$ cat config.mk
export PLATFORM = sky130hd
export DESIGN_NAME = sw_in_port
export DESIGN_NICKNAME = d
export VERILOG_FILES = /design/src/rtl/sw_in_port.sv
export SDC_FILE = /design/constraint.sdc
export NUM_CORES = 1
export LEC_CHECK = 0
export ABC_AREA = 1
export CORE_ASPECT_RATIO = 0.75
export CORE_MARGIN = 2
export CORE_UTILIZATION = 50
export CTS_BUF_LIST = sky130_fd_sc_hd__clkbuf_16
export DETAILED_ROUTE_END_ITERATION = 6
export GPL_TIMING_DRIVEN = 0
export PLACE_DENSITY_LB_ADDON = 0.25
export SYNTH_ARGS = -nofsm -noshare
export SYNTH_HDL_FRONTEND = slang
export SYNTH_SLANG_ARGS = --single-unit
$ cat constraint.sdc
create_clock -name clk -period 2.5 [get_ports clk]
set_input_delay 0.375 -clock clk [delete_from_list [all_inputs] [get_ports clk]]
set_output_delay 0.375 -clock clk [all_outputs]
set_load 0.02 [all_outputs]
$ cat src/rtl/sw_in_port.sv
`default_nettype none
// ============================================================================
// sw_in_port : switch input port - packet FIFO, destination decode, req/ack
//              handshake toward the output arbiters, streaming onto the bus.
// Optional   : `SW_PKT_CNT_EN adds pkt_cnt, a count of forwarded packets.
// Revision   : 1.0
// ============================================================================
module sw_in_port #(
    parameter int W     = 8,
    parameter int DEPTH = 16,
    parameter int AW    = $clog2(DEPTH)
) (
    input  logic         clk,
    input  logic         rst,
    input  logic [W-1:0] in_data,
    input  logic         in_last,
    input  logic         in_valid,
    output logic         in_ready,
    output logic         req0,
    output logic         req1,
    output logic         req2,
    output logic         req3,
    input  logic         ack0,
    input  logic         ack1,
    input  logic         ack2,
    input  logic         ack3,
`ifdef SW_PKT_CNT_EN
    output logic [15:0]  pkt_cnt,
`endif
    output logic [W-1:0] sw_data,
    output logic         sw_last,
    output logic         sw_valid
);

    typedef enum logic [1:0] {
        S_IDLE = 2'd0,
        S_REQ  = 2'd1,
        S_SEND = 2'd2,
        S_GAP  = 2'd3
    } state_t;

    localparam logic [AW:0] c_DEPTH = (AW+1)'(DEPTH);

    state_t        state_q, state_d;
    logic [1:0]    dest_q, dest_d;
    logic [W:0]    mem_q [DEPTH];
    logic [AW-1:0] wr_ptr_q, rd_ptr_q;
    logic [AW:0]   count_q;

    logic          w_full, w_empty, w_push, w_pop;
    logic [W-1:0]  w_head_data;
    logic          w_head_last;
    logic [3:0]    w_ack, w_req;
    logic          w_ack_dest;

    assign w_full     = (count_q == c_DEPTH);
    assign w_empty    = (count_q == '0);
    assign in_ready   = !w_full;
    // A full FIFO refuses input even when a pop frees a slot this cycle.
    assign w_push     = in_valid && !w_full;
    assign w_pop      = sw_valid;
    assign {w_head_last, w_head_data} = mem_q[rd_ptr_q];
    assign w_ack      = {ack3, ack2, ack1, ack0};
    assign w_ack_dest = w_ack[dest_q];
    assign {req3, req2, req1, req0} = w_req;
    assign sw_data    = sw_valid ? w_head_data : '0;
    assign sw_last    = sw_valid && w_head_last;

    always_ff @(posedge clk) begin
        if (w_push) begin
            mem_q[wr_ptr_q] <= {in_last, in_data};
        end
    end

    always_ff @(posedge clk) begin
        if (rst) begin
            wr_ptr_q <= '0;
            rd_ptr_q <= '0;
            count_q  <= '0;
        end else begin
            if (w_push) wr_ptr_q <= wr_ptr_q + (AW)'(1);
            if (w_pop)  rd_ptr_q <= rd_ptr_q + (AW)'(1);
            case ({w_push, w_pop})
                2'b10:   count_q <= count_q + (AW+1)'(1);
                2'b01:   count_q <= count_q - (AW+1)'(1);
                default: ;
            endcase
        end
    end

    always_ff @(posedge clk) begin
        if (rst) begin
            state_q <= S_IDLE;
            dest_q  <= 2'd0;
        end else begin
            state_q <= state_d;
            dest_q  <= dest_d;
        end
    end

    always_comb begin
        state_d  = state_q;
        dest_d   = dest_q;
        w_req    = 4'b0000;
        sw_valid = 1'b0;
        case (state_q)
            S_IDLE: begin
                if (!w_empty) begin
                    dest_d  = w_head_data[1:0];
                    state_d = S_REQ;
                end
            end
            // The grant cycle already carries the first word, so REQ and
            // SEND share the streaming logic.
            S_REQ, S_SEND: begin
                w_req[dest_q] = 1'b1;
                if (w_ack_dest) begin
                    sw_valid = !w_empty;
                    state_d  = (sw_valid && w_head_last) ? S_GAP : S_SEND;
                end
            end
            S_GAP: begin
                if (!w_empty) begin
                    dest_d  = w_head_data[1:0];
                    state_d = S_REQ;
                end else begin
                    state_d = S_IDLE;
                end
            end
            default: state_d = S_IDLE;
        endcase
    end

`ifdef SW_PKT_CNT_EN
    logic [15:0] pkt_cnt_q;

    always_ff @(posedge clk) begin
        if (rst) begin
            pkt_cnt_q <= 16'd0;
        end else if (w_pop && w_head_last) begin
            pkt_cnt_q <= pkt_cnt_q + 16'd1;
        end
    end

    assign pkt_cnt = pkt_cnt_q;
`endif

endmodule

`default_nettype wire

After elaboration in Yosys (flattened, before gate mapping)
Memory sizes are Yosys's and may differ from the RTL's. A register that Yosys moved wholly into a read port is not among the register bits.
Index checks and enable logic that the tools add are counted.
{"block": "classes", "n_addsub": 4, "magnitude_cmp": 2, "eq_ne": 8, "mux": 18, "n_bitwise": 1, "reduce_logical": 13}
{"operator": "4-bit 2-to-1 mux", "n": 3}
{"operator": "5-bit case mux with 2 select lines", "n": 1}
{"operator": "4-bit by 1-bit adder with 4-bit output, second input constant", "n": 2}
{"operator": "1-bit 2-to-1 mux", "n": 8}
{"operator": "8-bit 2-to-1 mux", "n": 1}
{"operator": "2-bit equality test, second input constant", "n": 3}
{"operator": "2-bit case mux with 3 select lines", "n": 1}
{"operator": "5-bit by 1-bit adder with 5-bit output, second input constant", "n": 1}
{"operator": "5-bit equality test, second input constant", "n": 1}
{"operator": "5-bit zero test", "n": 1}
{"operator": "5-bit by 1-bit subtractor with 5-bit output, second input constant", "n": 1}
{"operator": "2-bit by 1-bit equality test with 1-bit output, second input constant", "n": 2}
{"operator": "1-bit logical AND", "n": 4}
{"operator": "2-bit 2-to-1 mux", "n": 2}
{"operator": "2-bit != test, second input constant", "n": 2}
{"operator": "2-bit AND reduction", "n": 2}
{"operator": "2-bit OR reduction", "n": 2}
{"operator": "2-bit by 3-bit less-than comparator with 1-bit output, second input constant", "n": 1}
{"operator": "1-bit binary-select mux with 2-bit select", "n": 1}
{"operator": "1-bit demux with 2-bit select", "n": 1}
{"operator": "2-bit by 1-bit >= comparator with 1-bit output, second input constant", "n": 1}
{"operator": "1-bit zero test", "n": 2}
{"operator": "2-bit zero test", "n": 1}
{"operator": "2-bit nonzero test", "n": 1}
{"operator": "1-bit NOT", "n": 1}
{"block": "word_totals", "regBits": 17, "mem_bits_rw": 144, "inputBits": 16, "output_inout_bits": 15, "elab_cells": 52, "n_memories": 1}
{"name": "mem_q", "words": 16, "word_bits": 9, "read_ports": 1, "rd_clocked_by_memory_dff": 1, "wr": 1, "line_no": "46", "text": "logic [W:0] mem_q [DEPTH];"}

Longest topological paths before layout
{"block": "depth", "depth_word": 6, "ltp_mapped": 16, "depth_no_buf": 15}

Worst setup path before layout
No wires, ideal clock.
{"block": "synth_timing", "path_kind": "flip-flop to flip-flop", "startpoint": "reg state_q[1]", "endpoint": "reg count_q[4]", "setup_time_ns": 0.068, "t_arrival_ns": 2.477, "t_required_ns": 2.432, "path_slack_ns": -0.045, "stages_incl_launch_ff": 16, "n_path_buf": 1, "period_less_slack_ns": 2.545, "path_cell_list": "dfxtp_1 inv_1 ha_1 inv_1 nor3_4 buf_6 ha_1 xor2_1 ha_1 inv_1 nand2_1 nand2_1 o21ai_2 xor2_1 nand2_1 a21oi_2"}
{"block": "synth_via", "elab_chain_cells": 5, "elab_cells_between_ends": 8, "classes_between": "eq/ne: 4; mux: 2; reduce/logical: 2"}
{"item": "start, declared", "line_no": "44", "text": "state_t state_q, state_d;"}
{"item": "start signal, assigned", "line_no": "96", "text": "state_q <= state_d;"}
{"item": "2-bit by 1-bit equality test with 1-bit output / 2-bit equality test (equally long branches)", "line_no": "106", "text": "case (state_q)"}
{"item": "2-bit OR reduction *", "line_no": "106"}
{"item": "1-bit 2-to-1 mux *", "line_no": "106"}
{"item": "via sw_valid", "line_no": "32", "text": "output logic sw_valid"}
{"item": "2-bit by 1-bit equality test with 1-bit output / 2-bit equality test (equally long branches)", "line_no": "83", "text": "case ({w_push, w_pop})"}
{"item": "5-bit case mux with 2 select lines / 2-bit nonzero test (equally long branches)"}
{"item": "end signal, assigned", "line_no": "84", "text": "2'b10: count_q <= count_q + (AW+1)'(1);"}
{"item": "end signal, assigned", "line_no": "85", "text": "2'b01: count_q <= count_q - (AW+1)'(1);"}
{"item": "end, declared", "line_no": "48", "text": "logic [AW:0] count_q;"}
The timed path passes the listed nets; every way through them passes the cells marked *.
A chain may end at the register's enable or synchronous reset.

Worst setup path in the final report
{"block": "layout_timing", "startpoint": "reg state_q[1]", "endpoint": "out sw_data[3]"}
{"block": "layout_via", "elab_chain_cells": 4, "elab_cells_between_ends": 5, "classes_between": "eq/ne: 2; mux: 2; reduce/logical: 1"}
{"item": "2-bit by 1-bit equality test with 1-bit output / 2-bit equality test (equally long branches)", "line_no": "106"}
{"item": "2-bit OR reduction *", "line_no": "106"}
{"item": "1-bit 2-to-1 mux *", "line_no": "106"}
{"item": "8-bit 2-to-1 mux *", "line_no": "66", "text": "assign sw_data = sw_valid ? w_head_data : '0;"}
{"item": "end, declared", "line_no": "30", "text": "output logic [W-1:0] sw_data,"}
Every way passes the cells marked *; elsewhere a longest branch is shown, timed or not.

==> out/qor.log <==
qor: setup_path.timing.critical_path.arrival 2070 ps
qor: die.initial_core_util 0.511
qor: placed_design.place.detailed.instances 826
qor: timing.final-setup-viol-count 0
qor: setup_path.crit_type reg -> out
qor: clock_tree.cts_tree done
qor: setup_path.slowest_delay 340 ps
qor: layout.postLayoutCoreUtil 0.605
qor: synth.mappedNetlistArea 0.00700 mm^2
qor: die.floorplan.core_area 0.0137 mm^2
qor: synth.synth-adder-area-share 0.0197
qor: timing.fin_setup_tns 0 ps
qor: layout.post_route_cells_drive_above_1_share 0.166
qor: clock_tree.tritoncts.num_buffers 17
qor: timing.timing.max_slew.rel_slack 0.339
qor: timing.finalWorstSetupSlack 53.8 ps
qor: layout.synthesis_to_layout_area_growth 18.5%
qor: detailed_routing.post-route-drc-count 0
qor: synth.post_syn_instances 622
qor: power.power_per_cell_area 1110 mW/mm^2
qor: global_route.antenna_found_initial 0
qor: placed_design.placed_cell_area 0.00752 mm^2
qor: setup_path.critPathSlowestCell sky130_fd_sc_hd__dfxtp_2
qor: die.std_cell_rows 37
qor: detailed_routing.detail_route.first_pass.iterations 5
qor: layout.final_net_count 706
qor: setup_path.timing.critical_path.cells inv_1 > ha_4 > inv_2 > nor3_4 > buf_6 > nand2_1 > a31oi_1 > buf_2
qor: timing.timing_max_transition_violations_final 0
qor: synth.synth.ff_latch_count 165
qor: clock_tree.latest_clock_arrival_within_the_worst_skew_pair 430 ps
qor: setup_path.worstSetupEndpointType output pin
qor: synth.synth.yosys.warnings 0
qor: global_route.first_global_vias 4625
qor: global_route.grt_overflow 0
qor: layout.fillCellCount 1063
qor: synth.main_combinational_cell_family_by_area_after_synthesis simple AND/OR/NAND/NOR gates
qor: synth.synth_top_area_cell sky130_fd_sc_hd__edfxtp_1
qor: setup_path.timing.critical_path.buf_inv 4
qor: global_route.wire_length_of_the_first_global_routing_pass 26.5 mm
qor: placed_design.place_worst_setup_slack -436 ps
qor: placed_design.io_buffer_count 29
qor: detailed_routing.drt_wl_total 17.4 mm
qor: timing.final_hold_viol_count 0
qor: clock_tree.cts_htree_levels 4
qor: timing.layout_min_cycle_time 2450 ps
qor: timing.rsz0062_at_grt yes
qor: synth.synth_top_area_cells sky130_fd_sc_hd__edfxtp_1 62%, sky130_fd_sc_hd__nand2_1 7.5%, sky130_fd_sc_hd__dfxtp_1 6.0%
qor: power.cellLeakagePower 3.09 nW
qor: flow_run.max_cap_violations 0
qor: setup_path.critPathMaxFanout 6
qor: power.irDropWorstVdd 651 uV
qor: synth.share_of_synthesized_area_occupied_by_flip_flops_and_latches 0.678
qor: timing.max_slew.worst_pin.slew 989 ps
qor: placed_design.place.detailed.hpwl 11.4 mm
qor: detailed_routing.first_iter_violations 664
qor: clock_tree.ctsRootBufferMaster sky130_fd_sc_hd__clkbuf_16
qor: timing.fin_skew 3.00 ps
qor: clock_tree.clock_net_sink_count 165
qor: layout.antennaDiodeCount 0
qor: die.io-pin-count 31
qor: layout.design_area 0.00829 mm^2
qor: synth.post_synth_mux_area_share 0
qor: synth.yosys.area_share.xor_xnor 0.00983
qor: layout.fin_cells 867
qor: synth.yosysTopAreaCellShare 0.618
qor: clock_tree.clock_transition_at_the_registers_of_the_reported_paths 60 ps
qor: clock_tree.clk_buf_depth 2
qor: synth.synthesis.area_per_instance 11.3 um^2
qor: synth.syn_nets 649
qor: detailed_routing.vias_per_cell 5.73
qor: synth.yosysUniqueCellTypes 35
qor: detailed_routing.vias 4967
qor: die.dieArea 0.0150 mm^2
qor: setup_path.cp_data_required_time 2120 ps
qor: synth.post_synth_and_or_nand_nor_area_fraction 0.162
qor: die.die_h 106 um
qor: synth.compound_cell_area_share_of_the_yosys_netlist 0.0820
qor: detailed_routing.drt.antenna.violating_nets 0
qor: setup_path.critPathLaunchType flop
qor: detailed_routing.wire_per_inst 20.1 um
qor: outcome.outcome completed
qor: placed_design.finalWeightedCongestion 0.901
qor: timing.max_freq 0.409 GHz
qor: setup_path.path_delay_family buffers and inverters
qor: min_path.worst_hold_path_type in -> reg
qor: global_route.groute.usage.overall 0.243
qor: timing.post-route-period-util 0.978
qor: global_route.grt_start_max_net_pins 17
qor: die.die-width 141 um
timing repair:
action                                  4_1_cts  5_1_grt
endpoints found under the hold margin         0        0
setup buffers                                 3        4
hold buffers                                  0        0
endpoints found under the setup margin       14       49
gates resized for setup                      61       44
pin swaps                                     6        8
gates cloned                                  1        2
cell usage in the layout, fill, tap and decap left out, types with 5 or more instances in the layout:
cell                              synthesis  layout
sky130_fd_sc_hd__a21oi_1                 45      38
sky130_fd_sc_hd__a21oi_2                  3      10
sky130_fd_sc_hd__a22oi_1                  9       9
sky130_fd_sc_hd__buf_2                   16      11
sky130_fd_sc_hd__buf_4                    3      16
sky130_fd_sc_hd__buf_6                    5      12
sky130_fd_sc_hd__clkbuf_16                0      18
sky130_fd_sc_hd__clkdlybuf4s50_1          0      19
sky130_fd_sc_hd__clkinvlp_4               0       6
sky130_fd_sc_hd__dfxtp_1                 21      16
sky130_fd_sc_hd__dfxtp_2                  0       5
sky130_fd_sc_hd__edfxtp_1               144     144
sky130_fd_sc_hd__ha_1                    11       9
sky130_fd_sc_hd__inv_1                   39      36
sky130_fd_sc_hd__nand2_1                140     140
sky130_fd_sc_hd__nand3_1                 66      65
sky130_fd_sc_hd__nor2_1                  52      47
sky130_fd_sc_hd__nor2_2                   3       8
sky130_fd_sc_hd__o21ai_0                 24      23
sequential cells by signal, indices dropped and copies added, names as in the netlist, named ones only:
register,cells
mem_q,144
count_q,5
rd_ptr_q,4
wr_ptr_q,4
dest_q,2
state_q,2
per-layer routing:
metal,global-route usage,routed length [um]
met4,0.0757,267
met5,0,0
met1,0.368,7870
met3,0.0577,1580
met2,0.348,7710
metrics by stage:
stage          power, W  hold WS, ps
2_1_floorplan   0.00530          450
3_3_place_gp    0.00619          460
3_5_place_dp    0.00629          478
4_1_cts         0.00891          383
5_1_grt         0.00964          437
6_report        0.00921          400
cell type report:
class | instances | area, um^2 | share of cell area
Timing Repair Buffer | 39 | 357 | 0.0430
Sequential cell | 165 | 4750 | 0.573
Buffer | 28 | 233 | 0.0281
Inverter | 42 | 170 | 0.0205
Clock inverter | 15 | 140 | 0.0169
Tap cell | 175 | 219 | 0.0264
Multi-Input combinational cell | 386 | 2000 | 0.241
Clock buffer | 17 | 425 | 0.0513
cell usage after synthesis:
| cell type | count |
|---|---|
| sky130_fd_sc_hd__edfxtp_1 | 144 |
| sky130_fd_sc_hd__nand2_1 | 140 |
| sky130_fd_sc_hd__nand3_1 | 66 |
| sky130_fd_sc_hd__nor2_1 | 52 |
| sky130_fd_sc_hd__a21oi_1 | 45 |
| sky130_fd_sc_hd__inv_1 | 39 |
| sky130_fd_sc_hd__o21ai_0 | 24 |
| sky130_fd_sc_hd__dfxtp_1 | 21 |
| sky130_fd_sc_hd__buf_2 | 16 |
| sky130_fd_sc_hd__ha_1 | 11 |
| sky130_fd_sc_hd__a22oi_1 | 9 |
| sky130_fd_sc_hd__buf_6 | 5 |
| sky130_fd_sc_hd__nor3_1 | 4 |
| sky130_fd_sc_hd__o211ai_1 | 4 |
| sky130_fd_sc_hd__o221ai_1 | 4 |
| sky130_fd_sc_hd__xor2_1 | 4 |
| sky130_fd_sc_hd__a21oi_2 | 3 |
| sky130_fd_sc_hd__a221oi_1 | 3 |
| sky130_fd_sc_hd__a31oi_1 | 3 |
| sky130_fd_sc_hd__buf_4 | 3 |
| sky130_fd_sc_hd__clkbuf_1 | 3 |
| sky130_fd_sc_hd__nor2_2 | 3 |
| sky130_fd_sc_hd__buf_1 | 2 |
| sky130_fd_sc_hd__o21ai_2 | 2 |
| sky130_fd_sc_hd__xnor2_1 | 2 |
| sky130_fd_sc_hd__clkinv_1 | 1 |
| sky130_fd_sc_hd__inv_2 | 1 |
| sky130_fd_sc_hd__inv_6 | 1 |
| sky130_fd_sc_hd__nand3_2 | 1 |
| sky130_fd_sc_hd__nand3b_1 | 1 |
| sky130_fd_sc_hd__nand4_1 | 1 |
| sky130_fd_sc_hd__nor3_4 | 1 |
| sky130_fd_sc_hd__o21a_1 | 1 |
| sky130_fd_sc_hd__or2_2 | 1 |
| sky130_fd_sc_hd__xor2_2 | 1 |
cells by family (layout without fill, tap and decap cells):
| family | Yosys count | in the layout |
|---|---|---|
| XOR/XNOR | 7 | 7 |
| AND/OR/NAND/NOR | 270 | 270 |
| adder cells (fa/ha/maj) | 11 | 11 |
| flip-flops | 165 | 165 |
| AO/OA/AOI/OAI | 98 | 98 |
| buffers and inverters | 71 | 141 |
path summary, 6_finish.rpt:
check        slack [ps]  depth (start not counted)  startpoint          to
max                  50                          8  state_q[1]  sw_data[3]
min reg2reg         480                          2  state_q[1]  state_q[1]
min                 400                          2         rst  count_q[4]
max reg2reg          60                         15  state_q[1]  count_q[4]
report_power, final:
part / leakage [nW] / switching (W) / internal [W] / total, W
Combinational: 1.36 / 0.00216 / 0.00127 / 0.00343
Sequential: 1.47 / 0.000122 / 0.00315 / 0.00327
Clock: 0.259 / 0.00106 / 0.00145 / 0.00251
Note: power is estimated with default switching activity, not from simulation.
